<file path="config.mk">
export PLATFORM = sky130hd
export DESIGN_NAME = dsp_c_port_arbiter
export DESIGN_NICKNAME = d
export VERILOG_FILES = /design/src/rtl/dsp_c_arb_pkg.sv /design/src/rtl/dsp_c_rr_pick.sv /design/src/rtl/dsp_c_port_arbiter.sv
export SDC_FILE = /design/constraint.sdc
export NUM_CORES = 1
export LEC_CHECK = 0
export CORE_ASPECT_RATIO = 1.75
export CORE_UTILIZATION = 31
export CTS_BUF_LIST = sky130_fd_sc_hd__clkbuf_8
export DETAILED_ROUTE_END_ITERATION = 7
export PLACE_DENSITY_LB_ADDON = 0.15
export SLEW_MARGIN = 15
export SYNTH_ARGS = -nofsm -noshare
export SYNTH_HDL_FRONTEND = slang
export SYNTH_SLANG_ARGS = --single-unit
</file>
<file path="constraint.sdc">
create_clock -name CLK_creg -period 7 [get_ports CLK_creg]
set_input_delay 1.05 -clock CLK_creg [delete_from_list [all_inputs] [get_ports CLK_creg]]
set_output_delay 1.05 -clock CLK_creg [all_outputs]
set_load 0.02 [all_outputs]
</file>
<file path="src/rtl/dsp_c_arb_pkg.sv">
// Shared types and constants for the DSP C-port arbiter.
// Build option: DSP_C_ARB_PERF_EN adds per-requester perf counters.
package dsp_c_arb_pkg;

  typedef enum logic [1:0] {
    IDLE  = 2'd0,
    BUSY  = 2'd1,
    CLEAR = 2'd2
  } arb_state_e;

  localparam int DW_DEF = 48;
  localparam int PERF_W = 16;

endpackage

</file>
<file path="src/rtl/dsp_c_rr_pick.sv">
// Round-robin first-set finder: lowest set bit of mask_i
// at or after ptr_i, wrapping past N-1 back to 0.
module dsp_c_rr_pick #(
  parameter int N  = 4,
  parameter int IW = $clog2(N)
) (
  input  logic [N-1:0]  mask_i,
  input  logic [IW-1:0] ptr_i,
  output logic [IW-1:0] idx_o,
  output logic          any_o
);

  int            j;
  logic [IW-1:0] js;

  // Scan downward so the candidate closest to ptr_i wins last.
  always_comb begin
    idx_o = '0;
    any_o = 1'b0;
    j     = 0;
    js    = '0;
    for (int k = N - 1; k >= 0; k--) begin
      j = int'(ptr_i) + k;
      if (j >= N) j = j - N;
      js = IW'(j);
      if (mask_i[js]) begin
        idx_o = js;
        any_o = 1'b1;
      end
    end
  end

endmodule

</file>
<file path="src/rtl/dsp_c_port_arbiter.sv">
// Round-robin arbiter sharing one DSP C operand port, with clear
// pulses and a requester tag aligned to the C register output.
// Build option: DSP_C_ARB_PERF_EN adds perf counters and ports.
module dsp_c_port_arbiter
  import dsp_c_arb_pkg::*;
#(
  parameter int NREQ      = 4,
  parameter int DW        = DW_DEF,
  parameter int CREG      = 1,
  parameter int MAX_BURST = 8
) (
  input  logic                     CLK_creg,
  input  logic                     RSTC,
  input  logic [NREQ-1:0]          req_valid,
  input  logic [NREQ-1:0]          req_lock,
  input  logic [NREQ*DW-1:0]       req_data,
  output logic [NREQ-1:0]          req_ready,
  input  logic                     dsp_en,
  input  logic                     clr_req,
  output logic                     clr_done,
  output logic [DW-1:0]            c_out,
  output logic                     cec_out,
  output logic                     dsp_rst_out,
  output logic                     tag_valid,
  output logic [$clog2(NREQ)-1:0]  tag_id
`ifdef DSP_C_ARB_PERF_EN
  ,
  input  logic [$clog2(NREQ)-1:0]  perf_sel,
  output logic [PERF_W-1:0]        perf_beats,
  output logic [PERF_W-1:0]        perf_wait
`endif
);

  localparam int IW = $clog2(NREQ);

  arb_state_e    state_q;
  logic [IW-1:0] rr_ptr_q;
  logic [IW-1:0] grant_q;
  logic [IW-1:0] rr_nxt;
  logic [IW-1:0] pick_idx;
  logic          pick_any;
  logic [7:0]    beat_cnt_q;
  logic [7:0]    beat_cnt_d;
  logic          clr_pend_q;
  logic          clr_prev_q;
  logic          clr_rise;
  logic          clr_cyc;
  logic [DW-1:0] c_hold_q;
  logic [DW-1:0] data_arr [NREQ];
  logic          busy;
  logic          acc;
  logic          last_beat;
  logic          drop;
  logic          rel;

  for (genvar i = 0; i < NREQ; i++) begin : g_unpack
    assign data_arr[i] = req_data[i*DW +: DW];
  end

  dsp_c_rr_pick #(
    .N  (NREQ),
    .IW (IW)
  ) u_pick (
    .mask_i (req_valid),
    .ptr_i  (rr_ptr_q),
    .idx_o  (pick_idx),
    .any_o  (pick_any)
  );

  assign busy       = (state_q == BUSY);
  assign clr_cyc    = (state_q == CLEAR);
  assign acc        = busy & req_valid[grant_q] & dsp_en;
  assign beat_cnt_d = beat_cnt_q + 8'd1;
  assign last_beat  = acc & (~req_lock[grant_q] |
                      (beat_cnt_d == 8'(MAX_BURST)));
  assign drop       = busy & ~req_valid[grant_q] & dsp_en;
  assign rel        = last_beat | drop;
  assign rr_nxt     = (grant_q == IW'(NREQ - 1)) ? '0
                    : grant_q + 1'b1;
  assign clr_rise   = clr_req & ~clr_prev_q;

  assign cec_out     = acc;
  assign dsp_rst_out = clr_cyc;
  assign clr_done    = clr_cyc;
  assign c_out       = acc ? data_arr[grant_q] : c_hold_q;

  // Only the granted requester may see ready, and only when enabled.
  always_comb begin
    req_ready = '0;
    if (busy) req_ready[grant_q] = dsp_en;
  end

  // Arbitration FSM; a clear raised mid-burst waits for burst end.
  always_ff @(posedge CLK_creg or negedge RSTC) begin
    if (!RSTC) begin
      state_q    <= IDLE;
      rr_ptr_q   <= '0;
      grant_q    <= '0;
      beat_cnt_q <= '0;
      clr_pend_q <= 1'b0;
      clr_prev_q <= 1'b0;
      c_hold_q   <= '0;
    end else begin
      clr_prev_q <= clr_req;
      if (clr_rise) clr_pend_q <= 1'b1;
      if (acc) c_hold_q <= data_arr[grant_q];
      unique case (state_q)
        IDLE: begin
          if (clr_rise || clr_pend_q) begin
            state_q <= CLEAR;
          end else if (pick_any) begin
            grant_q    <= pick_idx;
            beat_cnt_q <= '0;
            state_q    <= BUSY;
          end
        end
        BUSY: begin
          if (acc) beat_cnt_q <= beat_cnt_d;
          if (rel) begin
            rr_ptr_q <= rr_nxt;
            state_q  <= IDLE;
          end
        end
        CLEAR: begin
          clr_pend_q <= clr_rise;
          state_q    <= IDLE;
        end
        default: state_q <= IDLE;
      endcase
    end
  end

  if (CREG != 0) begin : g_tag_reg
    logic          tv_q;
    logic [IW-1:0] tid_q;

    // Delay the tag one cycle to line up with the C register output.
    always_ff @(posedge CLK_creg or negedge RSTC) begin
      if (!RSTC) begin
        tv_q  <= 1'b0;
        tid_q <= '0;
      end else begin
        tv_q  <= acc & ~clr_cyc;
        tid_q <= grant_q;
      end
    end

    assign tag_valid = tv_q;
    assign tag_id    = tid_q;
  end else begin : g_tag_comb
    assign tag_valid = acc;
    assign tag_id    = grant_q;
  end

`ifdef DSP_C_ARB_PERF_EN
  logic [PERF_W-1:0] beats_q [NREQ];
  logic [PERF_W-1:0] wait_q  [NREQ];

  // Saturating per-requester beat and wait counters.
  always_ff @(posedge CLK_creg or negedge RSTC) begin
    if (!RSTC) begin
      for (int i = 0; i < NREQ; i++) begin
        beats_q[i] <= '0;
        wait_q[i]  <= '0;
      end
    end else if (clr_cyc) begin
      for (int i = 0; i < NREQ; i++) begin
        beats_q[i] <= '0;
        wait_q[i]  <= '0;
      end
    end else begin
      for (int i = 0; i < NREQ; i++) begin
        if (acc && grant_q == IW'(i) && beats_q[i] != '1)
          beats_q[i] <= beats_q[i] + 1'b1;
        if (req_valid[i] && !(busy && grant_q == IW'(i)) &&
            wait_q[i] != '1)
          wait_q[i] <= wait_q[i] + 1'b1;
      end
    end
  end

  // Registered readout of the selected requester.
  always_ff @(posedge CLK_creg or negedge RSTC) begin
    if (!RSTC) begin
      perf_beats <= '0;
      perf_wait  <= '0;
    end else begin
      perf_beats <= beats_q[perf_sel];
      perf_wait  <= wait_q[perf_sel];
    end
  end
`endif

endmodule
</file>
; ---- Yosys cells after proc, flatten, opt, wreduce, memory -nomap -nowiden
; Index checks and enable logic that the tools add are counted.
[totals]
reg_bits = 67
word_cells = 105
out_inout_bits = 58
[op_classes]
n_eq_ne = 9
n_reduce_logical = 9
add_sub_neg = 9
n_lt_le_gt_ge = 11
bitwise_logic = 16
muxes = 42
[op_table]
columns = operator, count
row1 = $mux W48, 3
row2 = $bmux W48 S2, 1
row3 = $mux W2, 12
row4 = $mux W8, 3
row5 = $pmux W8 S2, 1
row6 = $lt A2 B3 Y1 const B, 5
row7 = $mux W1, 13
row8 = $bmux W1 S2, 6
row9 = $ge A3 B3 Y1 const B, 4
row10 = $add A8 B1 Y8 const B, 1
row11 = $eq A8 B4 Y1 const B, 1
row12 = $sub A2 B1 Y2 const B, 4
row13 = $and A1 B1 Y1, 7
row14 = $add A2 B2 Y3 const B, 2
row15 = $not A1 Y1, 5
row16 = $and A4 B4 Y4, 1
row17 = $eq A2 B2 Y1 const B, 2
row18 = $mux W4, 1
row19 = $ne A2 B1 Y1 const B, 2
row20 = $ne A2 B2 Y1 const B, 2
row21 = $pmux W2 S2, 1
row22 = $reduce_and A2 Y1, 2
row23 = $reduce_and A4 Y1, 1
row24 = $reduce_bool A2 Y1, 2
row25 = 13 further kinds, 14

; ---- Longest topological paths before layout
[logic_depth]
word_depth = 12
depth_mapped = 7
depth_no_buf = 6

; ---- Modules after synthesis
; Synthesis repeated with hierarchy kept, for this count alone.
[unflattened]
hier_cells = 375
hier_area_um2 = 4038.9
[by_module_without_submodules]
columns = mod, seq_area_each_um2, cells_per_inst, n_inst, area_each_um2
row1 = dsp_c_port_arbiter, 1676.6, 362, 1, 3961.3
row2 = dsp_c_rr_pick, 0.0, 13, 1, 77.6

; ---- Least setup slack after synthesis
; OpenSTA, ideal clock, no wires.
[synth_timing]
path_type = input to output
startpoint = input port req_valid[3]
endpoint = output port c_out[10]
t_arrival_ns = 2.346
t_required_ns = 5.950
stages = 5
slack_ns = 3.604
path_cell_list = mux4_2 -> nand3_1 -> inv_2 -> buf_2 -> mux2_1
[synth_via]
elab_chain_cells = 5
[synth_lines]
columns = element, line
row1 = from (decl), dsp_c_port_arbiter.sv:14  ; input logic [NREQ-1:0] req_valid,
row2 = $bmux W1 S2, dsp_c_port_arbiter.sv:72  ; assign acc = busy & req_valid[grant_q] & dsp_en;
row3 = $mux W1 (not written as such), dsp_c_port_arbiter.sv:72
row4 = $and A1 B1 Y1 (2 in a row), dsp_c_port_arbiter.sv:72
row5 = $mux W48, dsp_c_port_arbiter.sv:85  ; assign c_out = acc ? data_arr[grant_q] : c_hold_q;
row6 = to (decl), dsp_c_port_arbiter.sv:21  ; output logic [DW-1:0] c_out,
; Every way passes these cells. The select of a mux whose other input is x is not followed.

; ---- Final worst setup path
[layout_timing]
startpoint = input port req_valid[3]
endpoint = output port c_out[31]
; Same word-level chain as after synthesis.

==> impl_metrics.json <==
{
  "crit_type": "in2out",
  "synthesis.nets": 493,
  "final-setup-viol-count": 0,
  "post_route_cells_drive_above_1_share": 0.225,
  "floorplan.die_area_mm2": 0.0135,
  "post-route-min-period_ns": 5.16,
  "synth-seq-area-share": 0.415,
  "numCtsBuffers": 9,
  "static-leakage-power_nw": 2.68,
  "critPathMaxFanout": 35,
  "num_rows": 54,
  "initial_core_util": 0.321,
  "finalNetCount": 748,
  "die_height_um": 153,
  "worst_skew_pair.late_latency_ns": 0.35,
  "detailedPlace.worstSlack_ns": 1.80,
  "share_seq_of_total_power": 0.261,
  "tritoncts": "yes",
  "rsz0062_at_grt": "false",
  "timing_worst_slew_pin_value_ns": 1.00,
  "grt_overflow": 0,
  "grt_antenna_before_repair": 1,
  "die_span_in_x_um": 88.3,
  "power.switching_uw": 889,
  "layout_common_cells": "sky130_fd_sc_hd__clkdlybuf4s50_1, sky130_fd_sc_hd__dfrtp_1, sky130_fd_sc_hd__mux4_2, sky130_fd_sc_hd__mux2_2, sky130_fd_sc_hd__o21ai_0",
  "post-route-worst-setup-slack_ns": 1.84,
  "place_congestion": 0.877,
  "slew-limit-headroom": 0.334,
  "synthesis.instances": 283,
  "clock_tree.htree_level_count": 3,
  "postRouteWirelength_mm": 13.6,
  "number_of_top_level_design_ports": 262,
  "cts.sink_count": 67,
  "critical_path_required_ns": 5.95,
  "cts_max_path_buffers": 2,
  "swShare": 0.372,
  "setup_total_negative_slack_ns": 0,
  "cts_hold_buf": 0,
  "drc": 0,
  "antennaDiodeCount": 0,
  "status": "finished clean",
  "grt_max_degree": 68,
  "worst_hold_path_type": "reg2reg",
  "grt_pass1_vias": 4032,
  "cp_startpoint_kind": "input pin",
  "most_frequent_standard_cell_in_the_layout_excluding_fill_and_tap_cells": "sky130_fd_sc_hd__clkdlybuf4s50_1",
  "via_per_inst": 5.03,
  "place_hpwl_mm": 10.8,
  "ys.warnings.count": 0,
  "worst_r2r_path_depth": 6,
  "fmax_ghz": 0.194,
  "root_buffer_cell": "sky130_fd_sc_hd__clkbuf_8",
  "vias_post_dr": 3573,
  "final.setup_skew_ns": 0.0110,
  "synth.ff_latch_count": 67,
  "grt_first_pass_wirelength_mm": 21.2,
  "initialDrtViolationCount": 128,
  "p_per_area_mw_per_mm2": 341,
  "cts_resized": 0,
  "timing_hold_violations_final": 0,
  "wire_per_inst_um": 19.2,
  "io_buffers": 261,
  "floorplan.core_area_mm2": 0.0126,
  "timing_max_transition_violations_final": 0,
  "drv_cap": 0,
  "hold-path-cell-count": 1,
  "combinationalPowerShare": 0.605,
  "grtUsageTotal": 0.214,
  "worst_ep_arrival_ns": 4.11,
  "ir_drop_uv": 227,
  "power.share.clock": 0.133,
  "worst_setup_path_end_kind": "primary output",
  "number_of_detailed_route_iterations_in_the_first_pass": 4,
  "number_of_distinct_standard_cells_referenced_by_the_synthesized_netlist": 40,
  "post_cts.repair.setup_buffers": 0,
  "netlist_area_mm2": 0.00404,
  "clk_pin_slew_ns": 0.08,
  "p_total_mw": 2.39,
  "syn_area_per_cell_um2": 14.3,
  "fin_crit_sh": 0.737,
  "internal-power_mw": 1.50,
  "synthToLayoutAreaGrowth_pct": 73.0,
  "antenna_nets_post_route": 0
}
==> path summary, 6_finish.rpt <==
path	start	slack, ns	end
max	req_valid[3]	1.84	c_out[31]
min	c_hold_q[9]$_DFF_PN0_	0.49	c_hold_q[9]$_DFF_PN0_
max reg2reg	grant_q[1]$_DFFE_PN0P_	3.95	c_hold_q[32]$_DFF_PN0_
min reg2reg	c_hold_q[9]$_DFF_PN0_	0.49	c_hold_q[9]$_DFF_PN0_
max in group asynchronous	RSTC	5.57	grant_q[0]$_DFFE_PN0P_
min in group asynchronous	RSTC	0.81	grant_q[0]$_DFFE_PN0P_
==> layout make-up <==
class	instances	area, um^2
fill	1109	5580
timing repair buffer	264	2630
multi-input combinational	190	2250
sequential	67	1680
tap	168	210
clock buffer	9	124
clock inverter	7	68.8
inverter	6	22.5
==> cell usage after synthesis <==
cell                       instances  share of area
sky130_fd_sc_hd__o21ai_0          14          0.017
sky130_fd_sc_hd__or4_1             2         0.0037
sky130_fd_sc_hd__clkbuf_1         11          0.010
sky130_fd_sc_hd__o31a_1            1         0.0022
sky130_fd_sc_hd__and3_1            4         0.0062
sky130_fd_sc_hd__buf_4             2         0.0037
sky130_fd_sc_hd__o21bai_1          1         0.0019
sky130_fd_sc_hd__xor2_1            1         0.0022
sky130_fd_sc_hd__nor3b_1           1         0.0019
sky130_fd_sc_hd__mux4_2           50           0.28
sky130_fd_sc_hd__o211ai_1          1         0.0019
sky130_fd_sc_hd__or3_1             1         0.0015
sky130_fd_sc_hd__o31ai_1           2         0.0037
sky130_fd_sc_hd__nand3_1           8         0.0099
sky130_fd_sc_hd__a21o_1            1         0.0019
sky130_fd_sc_hd__ha_1              6          0.019
sky130_fd_sc_hd__buf_2             7         0.0087
sky130_fd_sc_hd__and4_1            1         0.0022
sky130_fd_sc_hd__a21bo_2           1         0.0025
sky130_fd_sc_hd__nand2_1          12          0.011
sky130_fd_sc_hd__nand4_1           2         0.0031
sky130_fd_sc_hd__mux2_2           48           0.13
sky130_fd_sc_hd__and2_1            2         0.0031
sky130_fd_sc_hd__nor4_1            1         0.0015
sky130_fd_sc_hd__nor2b_1           3         0.0046
sky130_fd_sc_hd__a221oi_1          1         0.0022
sky130_fd_sc_hd__nor4b_1           1         0.0022
sky130_fd_sc_hd__a211oi_1          1         0.0019
sky130_fd_sc_hd__nand2b_1          2         0.0031
sky130_fd_sc_hd__mux2_1            3         0.0084
sky130_fd_sc_hd__inv_2             1        0.00093
sky130_fd_sc_hd__a31oi_1           3         0.0046
sky130_fd_sc_hd__nor3_1            2         0.0025
sky130_fd_sc_hd__inv_1             5         0.0046
sky130_fd_sc_hd__a21oi_1           3         0.0037
sky130_fd_sc_hd__dfrtp_1          67           0.41
sky130_fd_sc_hd__nand3b_1          2         0.0037
sky130_fd_sc_hd__mux2i_1           1         0.0025
sky130_fd_sc_hd__xnor2_1           1         0.0022
sky130_fd_sc_hd__nor2_1            7         0.0065
==> sequential cells by signal, summed over array words and instances (netlist names) <==
| name | count |
|---|---|
| rr_ptr_q | 2 |
| state_q | 2 |
| clr_prev_q | 1 |
| tag_valid | 1 |
| clr_pend_q | 1 |
| beat_cnt_q | 8 |
| grant_q | 2 |
| tag_id | 2 |
| c_hold_q | 48 |
==> metal layers <==
layer  vias up  global-route usage  part of all wire
met1      1777               0.224              0.34
met5         -                   0           0.00081
met4         2              0.0883             0.030
met2       150               0.389              0.57
li1       1618                   -                 -
met3        26              0.0572             0.065
==> logic make-up after synthesis <==
family,Yosys count,synth area share
xor gates and xnor gates,2,0.00434
DFF,67,0.415
AOI/OAI and AO/OA,29,0.0437
adders and majority gates,6,0.0186
and+or+nand+nor,51,0.0669
buffers and inverters,26,0.0282
muxes,102,0.423
==> stage by stage <==
step | hold WS, ns | instance area [um^2] | util | cells
detailed placement | 0.480 | 6800 | 0.541 | 695
CTS | 0.502 | 6990 | 0.556 | 711
global placement | 0.472 | 6800 | 0.541 | 695
floorplan | 0.399 | 4040 | - | 283
global route | 0.507 | 6990 | 0.556 | 711
finish | 0.495 | 6990 | 0.556 | 711
==> power by group through the flow <==
stage                     combinational (mW)  clock, mW  sequential (mW)
after global placement                  1.45          0            0.626
after floorplan                        0.868          0            0.616
after detailed placement                1.47          0            0.631
final                                   1.44      0.318            0.624
after CTS                               1.47      0.331            0.625
after global routing                    1.54      0.347            0.644
==> critical path: stages <==
cell and delay, ns:
sky130_fd_sc_hd__clkdlybuf4s50_1 0.59, sky130_fd_sc_hd__mux4_2 0.32, sky130_fd_sc_hd__nand3_1 0.16, sky130_fd_sc_hd__inv_2 0.65, sky130_fd_sc_hd__buf_4 0.39, sky130_fd_sc_hd__mux2_2 0.38
sky130_fd_sc_hd__clkdlybuf4s50_1 0.56
No activity file was read; power rests on OpenSTA's default activity.
